`src/rtl/dino_score_if.sv`:
```
// Score bus between the game FSM / collision detector and the score tracker.
// The tracker side is the slave: it consumes state/collision and drives every score output.
interface dino_score_if;
  logic [1:0] state;
  logic       collision_detect;
  logic [6:0] score;
  logic [6:0] disp_score;
  logic [3:0] bcd_tens;
  logic [3:0] bcd_ones;
  logic [6:0] high_score;
  logic       score_tick;
  logic       new_high;

  modport master (
    output state, collision_detect,
    input  score, disp_score, bcd_tens, bcd_ones, high_score, score_tick, new_high
  );

  modport slave (
    input  state, collision_detect,
    output score, disp_score, bcd_tens, bcd_ones, high_score, score_tick, new_high
  );
endinterface

```
`src/rtl/dino_score_tracker.sv`:
```
// Score producer for the dino runner: prescaled score counting, BCD display digits,
// crash reporting to the game FSM and a session high score.
module dino_score_tracker #(
  parameter int unsigned TICK_DIV   = 1_000_000,
  parameter int unsigned WIN_SCORE  = 99,
  parameter int unsigned CRASH_CODE = 127
) (
  input logic         clk,
  input logic         reset,
  dino_score_if.slave bus
);

  typedef enum logic [1:0] {
    ST_IDLE = 2'd0,
    ST_RUN  = 2'd1,
    ST_WIN  = 2'd2,
    ST_OVER = 2'd3
  } state_t;

  localparam int unsigned PW = (TICK_DIV > 2) ? $clog2(TICK_DIV) : 1;
  localparam logic [PW-1:0] PRESC_LAST = PW'(TICK_DIV - 1);
  localparam logic [6:0]    SCORE_MAX  = 7'(WIN_SCORE);
  localparam logic [6:0]    CRASH_VAL  = 7'(CRASH_CODE);

  logic [PW-1:0] r_presc;
  logic          r_crashed;
  state_t        r_prev_state;
  logic [6:0]    r_score;
  logic [6:0]    r_disp_score;
  logic [3:0]    r_bcd_tens;
  logic [3:0]    r_bcd_ones;
  logic [6:0]    r_high_score;
  logic          r_score_tick;
  logic          r_new_high;

  state_t w_state;
  logic   w_wrap;
  logic   w_can_inc;
  logic   w_leave_run;

  assign w_state     = state_t'(bus.state);
  assign w_wrap      = (r_presc == PRESC_LAST);
  assign w_can_inc   = (r_disp_score < SCORE_MAX);
  assign w_leave_run = (r_prev_state == ST_RUN) && (w_state != ST_RUN);

  // NOTE: sequential state uses non-blocking assignments so every register samples
  // pre-edge values; the high-score compare below relies on seeing the pre-clear score.
  always_ff @(posedge clk) begin
    if (reset) begin
      r_presc      <= '0;
      r_crashed    <= 1'b0;
      r_prev_state <= ST_IDLE;
      r_score      <= '0;
      r_disp_score <= '0;
      r_bcd_tens   <= '0;
      r_bcd_ones   <= '0;
      r_high_score <= '0;
      r_score_tick <= 1'b0;
      r_new_high   <= 1'b0;
    end else begin
      r_prev_state <= w_state;
      r_score_tick <= 1'b0;
      r_new_high   <= 1'b0;

      if (w_leave_run && (r_disp_score > r_high_score)) begin
        r_high_score <= r_disp_score;
        r_new_high   <= 1'b1;
      end

      case (w_state)
        ST_IDLE: begin
          r_presc      <= '0;
          r_crashed    <= 1'b0;
          r_score      <= '0;
          r_disp_score <= '0;
          r_bcd_tens   <= '0;
          r_bcd_ones   <= '0;
        end
        ST_RUN: begin
          if (!r_crashed) begin
            // A collision beats a coincident prescaler wrap: no point is awarded.
            if (bus.collision_detect) begin
              r_crashed <= 1'b1;
              r_score   <= CRASH_VAL;
            end else begin
              r_presc <= w_wrap ? '0 : r_presc + PW'(1);
              if (w_wrap && w_can_inc) begin
                r_score      <= r_score + 7'd1;
                r_disp_score <= r_disp_score + 7'd1;
                r_score_tick <= 1'b1;
                if (r_bcd_ones == 4'd9) begin
                  r_bcd_ones <= 4'd0;
                  r_bcd_tens <= r_bcd_tens + 4'd1;
                end else begin
                  r_bcd_ones <= r_bcd_ones + 4'd1;
                end
              end
            end
          end
        end
        default: ;
      endcase
    end
  end

  assign bus.score      = r_score;
  assign bus.disp_score = r_disp_score;
  assign bus.bcd_tens   = r_bcd_tens;
  assign bus.bcd_ones   = r_bcd_ones;
  assign bus.high_score = r_high_score;
  assign bus.score_tick = r_score_tick;
  assign bus.new_high   = r_new_high;

endmodule

```
`src/flat_wrapper.sv`:
```
// flat-port wrapper written by rule: the top's interface ports become plain ports
module dino_score_tracker_flat 
#(
  parameter int unsigned TICK_DIV   = 1_000_000,
  parameter int unsigned WIN_SCORE  = 99,
  parameter int unsigned CRASH_CODE = 127
)
  (clk, reset, bus_state, bus_collision_detect, bus_score, bus_disp_score, bus_bcd_tens, bus_bcd_ones, bus_high_score, bus_score_tick, bus_new_high);
  dino_score_if bus_i ();
  input logic clk;
  input logic reset;
  input wire logic [$bits(bus_i.state)-1:0] bus_state;
  input wire logic [$bits(bus_i.collision_detect)-1:0] bus_collision_detect;
  output wire logic [$bits(bus_i.score)-1:0] bus_score;
  output wire logic [$bits(bus_i.disp_score)-1:0] bus_disp_score;
  output wire logic [$bits(bus_i.bcd_tens)-1:0] bus_bcd_tens;
  output wire logic [$bits(bus_i.bcd_ones)-1:0] bus_bcd_ones;
  output wire logic [$bits(bus_i.high_score)-1:0] bus_high_score;
  output wire logic [$bits(bus_i.score_tick)-1:0] bus_score_tick;
  output wire logic [$bits(bus_i.new_high)-1:0] bus_new_high;
  assign bus_i.state = bus_state;
  assign bus_i.collision_detect = bus_collision_detect;
  assign bus_score = bus_i.score;
  assign bus_disp_score = bus_i.disp_score;
  assign bus_bcd_tens = bus_i.bcd_tens;
  assign bus_bcd_ones = bus_i.bcd_ones;
  assign bus_high_score = bus_i.high_score;
  assign bus_score_tick = bus_i.score_tick;
  assign bus_new_high = bus_i.new_high;
  dino_score_tracker #(.TICK_DIV(TICK_DIV), .WIN_SCORE(WIN_SCORE), .CRASH_CODE(CRASH_CODE)) u_core (.clk(clk), .reset(reset), .bus(bus_i));
endmodule
```
`config.mk`:
```
export PLATFORM = sky130hd
export DESIGN_NAME = dino_score_tracker_flat
export DESIGN_NICKNAME = d
export VERILOG_FILES = /design/src/rtl/dino_score_if.sv /design/src/rtl/dino_score_tracker.sv /design/src/flat_wrapper.sv
export SDC_FILE = /design/constraint.sdc
export NUM_CORES = 1
export LEC_CHECK = 0
export BUFFER_PORTS_ARGS = -buffer_cell sky130_fd_sc_hd__buf_2
export CORE_MARGIN = 1
export CORE_UTILIZATION = 25
export DETAILED_ROUTE_END_ITERATION = 16
export SLEW_MARGIN = 25
export SYNTH_ARGS = -nofsm -noshare
export SYNTH_HDL_FRONTEND = slang
export SYNTH_SLANG_ARGS = --single-unit
export TNS_END_PERCENT = 5
```
`constraint.sdc`:
```
create_clock -name clk -period 2.9 [get_ports clk]
set_input_delay 0.87 -clock clk [delete_from_list [all_inputs] [get_ports clk]]
set_output_delay 0.87 -clock clk [all_outputs]
set_load 0.01 [all_outputs]
```
==> metrics, run 1 <==
status complete, no violations; gpl congestion 0.751; drt via density 4.85; # DRC 0; CP Capture Type flip-flop; met1 Resource Use GR 17.1%; net switching power 0.344 mW; Cells after Synth 323; Worst VDD drop approximately 0.00022 V; startpoint types flip-flop; register area share after synthesis 39.4%; share of cells above drive strength 1 17.5%; kind of critical path reg -> reg; WL/cell 12.9 um; P_int 1.06 mW; Pleak 1.34 nW; Clock Power Share between 30% and 40%; Hold Path End u_core.bus.bcd_tens[3]$_SDFFE_PP0P_; asr flop ratio synth 0%; met2 Resource Use GR 18.0%; Max Fclk 0.409 GHz; cell area after layout 0.00325 mm^2; setup TNS 0 ns; count of flip-flops with a built-in enable after synthesis 0; adder-cell share of the synthesized area 5.93%; R2R setup slack 0.46 ns; worst hold margin between 0.4 and 0.5 ns; initial antenna violation count 0; Post-CTS Setup Bufs 0; Slew headroom between 60% and 70%; row cnt 37; most frequent cells in the layout dfxtp_1 (54), nor2_1 (49), buf_2 (35); Clock Root Buffer clkbuf_8; synthesized flop and latch total 54; Clock transition at path regs 0.11 ns; Worst-Margin Slew 0.564 ns; vias in the first global route about 2.3k; Synth cell types roughly 50; CTS Buf Count 5; Post-DP HPWL 4.80 mm; Horiz. Die Dim 107 um; Compound-Gate Fraction of Synth Area 15.6%; All-Layer GR Usage 12.1%; largest family of logic cells by synthesized area simple AND/OR/NAND/NOR gates; most common cell after layout, fill and taps aside dfxtp_1; syn avg cell area between 8 and 9 um^2; hold path cells 1; reg2reg end u_core.bus.disp_score[4]$_SDFFE_PP0P_; part of the power in registers 54.7%; Logic pwr share under 10%; RSZ-0062 raised after global routing no; Initial Utilization 26.2%; nets@finish 382; Pre-Repair DR Iteration Count 4; worst r2r path cells 8; Critical R2R Launch u_core.r_presc[0]$_SDFFE_PP0P_; YS warnings 0; Layout Skew 0.0117 ns; clk_lat worst skew 0.31 ns; H-tree depth 2; hold buffers post-CTS 0; die area between 0.01 and 0.015 mm^2; simple-gate share of the synthesized area between 20% and 30%; Mapped Nets 341; final-report max-slew violation count 0; Area after DPL 0.00313 mm^2; number of max-cap violations 0; arrival time worst endpoint around 2.7 ns; Antenna Cells 0; routed vias 2,431; CTS tree done; minimum clock period 2.44 ns; final design utilization 31.0%; num ports 36; pwr/cell area 431 mW/mm^2; clock sink total 54; Filler cells 1,128; Mapped Area 0.00274 mm^2; area grow syn2layout 18.3%; first-pass GRT wire length 11.2 mm; final hold viol count 0; Post-Route WL 6.48 mm; XOR/XNOR Fraction of Synth Area 6.07%; CTS resizes 0; hold_sp u_core.bus.bcd_tens[3]$_SDFFE_PP0P_; worst min-delay path class reg -> reg; ys flop type dfxtp_1; DIE HEIGHT 107 um; busiest layer in global routing met2; CP required 3.16 ns; largest net degree at the start of global routing 19; met3 usage 2.61%; final setup vio count 0; Final ANT Viol Nets 0; mux cell area share after synthesis 2.92%; core box area 0.0105 mm^2; Worst Path Max Fanout 7; Remaining Overflow, GRT 0; switching part of the total power 24.6%; CTS Buffer Depth 2; PortBufs 35; crit share post-route a little over four fifths; initial DRC count approximately 120
## worst max-delay path by stage
stage               slack, ns                                     to                           start  depth (start not counted)
floorplan                0.50         u_core.r_presc[7]$_SDFFE_PP0P_            bus_collision_detect                          7
global placement         0.36        u_core.r_presc[15]$_SDFFE_PP0P_            bus_collision_detect                          7
detailed placement       0.31  u_core.bus.disp_score[4]$_SDFFE_PP0P_            bus_collision_detect                          7
CTS                      0.44  u_core.bus.disp_score[4]$_SDFFE_PP0P_  u_core.r_presc[0]$_SDFFE_PP0P_                          8
global route             0.23  u_core.bus.disp_score[4]$_SDFFE_PP0P_  u_core.r_presc[0]$_SDFFE_PP0P_                          8
finish                   0.46  u_core.bus.disp_score[4]$_SDFFE_PP0P_  u_core.r_presc[0]$_SDFFE_PP0P_                          8
## sequential cells by signal (all words and copies together), names as in the netlist
name / count
u_core.bus.new_high: 1
u_core.bus.disp_score: 7
u_core.r_crashed: 1
u_core.bus.score: 7
u_core.r_prev_state: 2
u_core.bus.high_score: 7
u_core.bus.bcd_tens: 4
u_core.bus.score_tick: 1
u_core.r_presc: 20
u_core.bus.bcd_ones: 4
## power by group through the flow
stage / Clock [mW] / Sequential [mW] / Combinational, mW
after floorplan: 0 / 0.783 / 0.0639
after global placement: 0 / 0.781 / 0.104
after detailed placement: 0 / 0.782 / 0.105
after CTS: 0.545 / 0.765 / 0.105
after global routing: 0.576 / 0.767 / 0.118
final: 0.529 / 0.765 / 0.105
## Yosys cell counts (all sizes together), types with 2 or more instances
cell type / count / area share, %
a21o: 3 / 0.82
and4: 6 / 1.9
a211oi: 6 / 1.6
o31ai: 3 / 0.82
nand2b: 5 / 1.1
nand2: 23 / 3.1
xnor2: 4 / 1.3
and3: 5 / 1.1
nor3: 8 / 1.5
nor4b: 2 / 1.1
a21oi: 17 / 3.2
nand4b: 2 / 0.64
or3: 3 / 0.68
o21ai: 17 / 3.1
dfxtp: 54 / 39
clkbuf: 9 / 1.2
nor2b: 5 / 1.1
buf: 5 / 0.87
xor2: 15 / 4.8
nand4: 9 / 2.3
nor2: 49 / 6.7
and2: 2 / 0.46
mux2i: 8 / 2.9
nand3: 10 / 1.8
ha: 13 / 5.9
nand3b: 2 / 0.55
a31oi: 4 / 0.91
inv: 12 / 1.6
o211ai: 4 / 1.1
## stage by stage
stage / total power, mW / setup slack [ns] / cells
after floorplan: 0.847 / 0.501 / 323
after global placement: 0.885 / 0.357 / 493
after detailed placement: 0.888 / 0.315 / 493
after CTS: 1.42 / 0.441 / 501
after global routing: 1.46 / 0.230 / 501
final: 1.40 / 0.457 / 501
## worst max-delay path, stage by stage, from the launching register on
cell,delay (ns)
dfxtp_1,0.37
ha_1,0.23
and4_1,0.29
nand4_2,0.18
nor3b_4,0.41
o21ai_1,0.21
buf_4,0.21
or3_1,0.34
a21oi_1,0.14
## cell type report
| cell class | count | area (um^2) | share of cell area (%) |
|---|---|---|---|
| clock buffer | 5 | 68.8 | 2.12 |
| timing repair buffer | 48 | 273 | 8.40 |
| multi-input combinational | 243 | 1560 | 48.0 |
| clock inverter | 3 | 48.8 | 1.50 |
| tap | 136 | 170 | 5.24 |
| sequential | 54 | 1080 | 33.3 |
| inverter | 12 | 45.0 | 1.39 |
## cell families after synthesis
| group | count (synthesis) |
|---|---|
| simple gates | 137 |
| xor+xnor | 19 |
| compound gates | 66 |
| fa+ha+maj | 13 |
| buf+inv | 26 |
| flops | 54 |
| mux | 8 |
## layer usage
metal / vias up / part of all wire, %
li1: 1232 / -
met4: 0 / 1.4
met2: 44 / 43
met5: - / 0
met1: 1150 / 51
met3: 5 / 4.7
No activity file was read; power rests on OpenSTA's default activity.
==> run 2: changes to the inputs <==
- clock period: 2.9 -> 2.5 ns (I/O delays scaled with it)
==> run 2 against run 1 <==
  * Clock skew is 0.0012 ns lower
  * Worst setup slack got worse by 0.22 ns
  * Sequential power increased by 16%
==> metrics, run 2 (same netlist as run 1, synthesis figures left out) <==
clock sink total 54 (unchanged); Filler cells 1,132 (+0.35%); Most flops, register u_core.r_presc; Max Fclk 0.441 GHz (+7.8%); Remaining Overflow, GRT 0 (unchanged); arrival time worst endpoint 2.51 ns (-0.19 ns); final hold viol count 0 (unchanged); Critical Path Start u_core.r_presc[0]$_SDFFE_PP0P_; final worst slack 0.233 ns (-0.224 ns); final setup vio count 0 (unchanged); clk_lat worst skew 0.31 ns (about the same); Slowest cell on crit path dfxtp_1; Pre-Repair DR Iteration Count 4 (unchanged); minimum clock period 2.27 ns (-0.176 ns); Critical R2R Launch u_core.r_presc[0]$_SDFFE_PP0P_; num ports 36 (unchanged); status complete, no violations; initial antenna violation count 0 (unchanged); WP depth 8 (unchanged); kind of critical path reg -> reg; area grow syn2layout 19.8%; worst min-delay path class reg -> reg; switching part of the total power 25.1% (+0.54 points); Worst VDD drop 0.000198 V (-10%); first-pass GRT wire length 11.9 mm (+6.0%); Largest register FFs 20 (unchanged); WL/cell 13.3 um (+2.9%); Antenna Cells 0 (unchanged); Worst Path Max Fanout 6 (-1); pre-CTS WS 0.150 ns (-0.165 ns); Post-CTS Setup Bufs 0 (unchanged); Horiz. Die Dim 107 um (unchanged); Pleak 1.38 nW (+2.9%); RSZ-0062 raised after global routing no; Pwr Total 1.49 mW (+6.7%); vias in the first global route 2,363 (+3.7%); hold_sp u_core.bus.bcd_tens[3]$_SDFFE_PP0P_; # DRC 0 (unchanged); most common cell after layout, fill and taps aside dfxtp_1; Layout Skew 0.0105 ns (-0.00120 ns); drt via density 4.92 (+1.4%); setup TNS 0 ns (unchanged); CP top delay family simple AND/OR/NAND/NOR gates; CTS tree done; CP Cell Sequence ha_1, and4_1, nand4_2, nor3b_4, o21ai_1, buf_4, or3_1, a21oi_1; core box area 0.0105 mm^2 (unchanged); final design utilization 31.4% (+0.39 points); CTS Buf Count 5 (unchanged); Worst-Margin Slew 0.483 ns (-0.0810 ns); sequential cell area 0.00108 mm^2 (unchanged); part of the power in registers 59.5% (+4.8 points); DIE HEIGHT 107 um (unchanged); Post-Route WL 6.80 mm (+5.0%); area of the multi-input gates 0.00156 mm^2 (unchanged); most frequent cells in the layout dfxtp_1 (54), nor2_1 (49), buf_2 (35); Clock transition at path regs 0.10 ns (about the same); startpoint types flip-flop; worst path bufs/invs 1 (unchanged); number of max-cap violations 0 (unchanged); Clock Power Share 31.8% (-6.0 points); pwr/cell area 454 mW/mm^2 (+5.3%); nets@finish 393 (+2.9%); Clock Root Buffer clkbuf_8; die area 0.0114 mm^2 (unchanged); CP Capture Type flip-flop; final-report max-slew violation count 0 (unchanged); Slew headroom 67.6% (+5.5 points); gpl congestion 0.803 (+6.9%); PortBufs 35 (unchanged); worst r2r path cells 8 (unchanged); All-Layer GR Usage 12.8% (+0.66 points); CTS Buffer Depth 2 (unchanged); crit share post-route 90.7% (+6.4 points); Post-DP HPWL 5.12 mm (+6.6%); row cnt 37 (unchanged); Final ANT Viol Nets 0 (unchanged); worst hold margin 0.499 ns (+0.0146 ns); net switching power 0.375 mW (+9.0%); CP required 2.74 ns (-0.42 ns); routed vias 2,513 (+3.4%); hold path cells 1 (unchanged); Initial Utilization 26.2% (unchanged); initial DRC count 118 (-0.84%); Largest stage delay, worst path 0.38 ns (-0.03 ns); P_int 1.12 mW (+5.9%); H-tree depth 2 (unchanged); CTS resizes 0 (unchanged); Logic pwr share 8.7% (+1.2 points); share of cells above drive strength 1 19.2% (+1.7 points); largest net degree at the start of global routing 29 (+10); hold buffers post-CTS 0 (unchanged)
## run 2: cell count changes in the layout (fill, tap and decap cells not counted)
cell / previous run / this run
inv_8: 1 / 0
clkinvlp_4: 1 / 0
bufinv_16: 1 / 0
buf_4: 13 / 24
clkbuf_1: 0 / 2
## run 2: layer usage
metal | GRT usage [%] | routed length, um
met3 | 2.13 | 328
met2 | 18.4 | 2870
met5 | 0 | 0
met1 | 19.0 | 3500
met4 | 4.31 | 99
## run 2: layout make-up
type                    instances  share of cell area, %
clock buffers                   7                   2.32
inverters                      12                   1.37
multi-input cells             243                   47.4
flip-flops and latches         54                   32.9
well taps                     136                   5.18
repair buffers                 59                   10.8
## run 2: worst paths after layout
| kind | end | slack (ns) |
|---|---|---|
| max | u_core.bus.disp_score[4]$_SDFFE_PP0P_ | 0.23 |
| min | u_core.bus.bcd_tens[3]$_SDFFE_PP0P_ | 0.50 |
| max reg2reg | u_core.bus.disp_score[4]$_SDFFE_PP0P_ | 0.23 |
| min reg2reg | u_core.bus.bcd_tens[3]$_SDFFE_PP0P_ | 0.50 |
## run 2: power groups by stage
| stage | Sequential [mW] | Combinational [mW] | Clock [mW] |
|---|---|---|---|
| floorplan | 0.908 | 0.0741 | 0 |
| detailed placement | 0.907 | 0.130 | 0 |
| global route | 0.890 | 0.144 | 0.526 |
| CTS | 0.888 | 0.130 | 0.489 |
| finish | 0.888 | 0.130 | 0.475 |
| global placement | 0.907 | 0.128 | 0 |
## run 2: stage by stage
step	instance area, um^2	instances
after floorplan	2740	323
after global placement	3210	504
after detailed placement	3210	504
after CTS	3290	511
after global routing	3290	511
final	3290	511
## run 2: worst reg2reg max path, stage by stage (launching register included)
cell and delay [ns]:
dfxtp_1 0.38, ha_1 0.24, and4_1 0.29, nand4_2 0.18
nor3b_4 0.26, o21ai_1 0.17, buf_4 0.19, or3_1 0.34
a21oi_1 0.15
==> run 3: changes to the inputs <==
--- a/config.mk
+++ b/config.mk
@@ -8,5 +8,5 @@
 export BUFFER_PORTS_ARGS = -buffer_cell sky130_fd_sc_hd__buf_2
 export CORE_MARGIN = 1
-export CORE_UTILIZATION = 25
+export CORE_UTILIZATION = 28
 export DETAILED_ROUTE_END_ITERATION = 16
 export SLEW_MARGIN = 25
==> constraint.sdc (replaced) <==
create_clock -name clk -period 2.5 [get_ports clk]
set_input_delay 0.25 -clock clk [delete_from_list [all_inputs] [get_ports clk]]
set_output_delay 0.25 -clock clk [all_outputs]
set_load 0.01 [all_outputs]
==> run 3 against run 2 <==
  * Sequential power barely moved
  * Count of clock-buffer cells in the layout did not move
  * Routed wire length fell by 8.9%
  * Register-to-register slack got worse by 0.04 ns
  * Die area fell by 11%
  * Sequential share of layout area rose by 0.78 points
  * Combinational power fell by 10%
==> metrics, run 3 (same netlist as run 1, synthesis figures left out) <==
worst path bufs/invs 1 (unchanged); pwr/cell area 494 mW/mm^2 (+8.8%); placed cells 484 (-4.0%); Clock Root Buffer clkbuf_8; final hold viol count 0 (unchanged); CTS tree done; Remaining Overflow, GRT 0 (unchanged); arrival time worst endpoint 2.55 ns (+0.04 ns); nets@finish 380 (-3.3%); All-Layer GR Usage 12.9% (+0.14 points); share of cells above drive strength 1 16.5% (-2.7 points); Worst VDD drop 0.000249 V (+25%); clk_lat worst skew 0.31 ns (about the same); final-report max-slew violation count 0 (unchanged); most frequent cells in the layout dfxtp_1 (54), nor2_1 (49), buf_2 (35); Pleak 1.33 nW (-3.8%); crit share post-route 92.2% (+1.5 points); hold buffers post-CTS 0 (unchanged); Pre-Repair DR Iteration Count 4 (unchanged); initial DRC count 109 (-7.6%); first-pass GRT wire length 10.5 mm (-11%); row cnt 35 (-5.4%); Post-Layout Cell Count 492 (-3.7%); pre-CTS WS 0.244 ns (+0.0942 ns); PortBufs 35 (unchanged); Initial Utilization 29.3% (+3.1 points); Worst-Margin Slew 0.578 ns (+0.0947 ns); clock sink total 54 (unchanged); final setup vio count 0 (unchanged); final worst slack 0.196 ns (-0.0372 ns); core box area 0.00937 mm^2 (-10%); Post-DP HPWL 4.64 mm (-9.4%); area grow syn2layout 17.1%; number of max-cap violations 0 (unchanged); DIE HEIGHT 101 um (-5.4%); Worst Path Max Fanout 6 (unchanged); # DRC 0 (unchanged); CTS resizes 0 (unchanged); kind of critical path reg -> reg; WL/cell 12.6 um (-5.4%); Layout Skew 0.0140 ns (+0.00351 ns); status complete, no violations; num ports 36 (unchanged); CTS Buf Count 5 (unchanged); vias in the first global route 2,146 (-9.2%); most common cell after layout, fill and taps aside dfxtp_1; Area after DPL 0.00310 mm^2 (-3.3%); Largest stage delay, worst path 0.37 ns (about the same); initial antenna violation count 0 (unchanged); Slew headroom 61.1% (-6.5 points); drt via density 4.83 (-1.7%); worst min-delay path class in -> reg; CP Capture Type flip-flop; H-tree depth 2 (unchanged); Antenna Cells 0 (unchanged); CP required 2.75 ns (about the same); Post-CTS Setup Bufs 0 (unchanged); routed vias 2,378 (-5.4%); gpl congestion 0.800 (-0.34%); die area 0.0102 mm^2 (-11%); CTS Buffer Depth 2 (unchanged); Clock transition at path regs 0.10 ns (about the same); Horiz. Die Dim 101 um (-5.4%); Final ANT Viol Nets 0 (unchanged); worst hold margin 0.274 ns (-0.225 ns); minimum clock period 2.30 ns (+0.0372 ns); setup TNS 0 ns (unchanged); CP top delay family simple AND/OR/NAND/NOR gates; Largest register FFs 20 (unchanged); Slowest cell on crit path dfxtp_1; RSZ-0062 raised after global routing no; Max Fclk 0.434 GHz (-1.6%); CP Cell Sequence ha_1, and4_1, nand4_2, nor3b_4, o21ai_1, buf_4, or3_1, a21oi_1; startpoint types flip-flop; Most flops, register u_core.r_presc; Filler cells 984 (-13%); cell area after layout 0.00321 mm^2 (-2.3%); largest net degree at the start of global routing 23 (-21%); Post-Route WL 6.19 mm (-8.9%)
[run 3: area by class of cell]
cell class	instances	area, um^2	share of cell area (%)
Clock inverter	1	30.0	0.935
Multi-Input combinational cell	243	1560	48.6
Sequential cell	54	1080	33.7
Timing Repair Buffer	46	258	8.03
Inverter	12	45.0	1.40
Clock buffer	7	76.3	2.38
Tap cell	129	161	5.03
[run 3: through the flow]
| step | power [mW] | utilization, % |
|---|---|---|
| after global routing | 1.65 | 34.3 |
| after CTS | 1.61 | 34.3 |
| final | 1.59 | 34.3 |
| after detailed placement | 1.03 | 33.1 |
| after floorplan | 0.982 | - |
| after global placement | 1.02 | 33.1 |
[run 3: path summary, 6_finish.rpt]
path,from,end,slack [ns],depth (start not counted)
min reg2reg,u_core.bus.bcd_tens[3]$_SDFFE_PP0P_,u_core.bus.bcd_tens[3]$_SDFFE_PP0P_,0.49,1
max reg2reg,u_core.r_presc[0]$_SDFFE_PP0P_,u_core.bus.disp_score[4]$_SDFFE_PP0P_,0.20,8
min,reset,u_core.r_prev_state[1]$_SDFF_PP0_,0.27,2
max,u_core.r_presc[0]$_SDFFE_PP0P_,u_core.bus.disp_score[4]$_SDFFE_PP0P_,0.20,8
[run 3: metal layers]
layer / global-route usage [%] / wire length [um] / vias up
li1: - / - / 1231
met1: 18.0 / 3210 / 1100
met2: 19.5 / 2680 / 41
met3: 2.22 / 197 / 6
met4: 5.35 / 110 / 0
met5: 0 / 0 / -
[run 3: worst register-to-register path, delay by kind of cell (launching register included)]
kind                       cells  cell delay [ns]
adders and majority gates      1             0.21
buffers and inverters          1             0.22
DFF                            1             0.37
AOI/OAI and AO/OA              2             0.34
and+or+nand+nor                4             1.11
[run 3: report_power, final]
part           switching [mW]  internal (mW)  total [mW]  leakage [nW]
sequential             0.0145          0.872       0.887         0.437
combinational          0.0738         0.0435       0.117         0.838
clock                   0.281          0.300       0.581        0.0524
total                   0.369           1.22        1.59          1.33
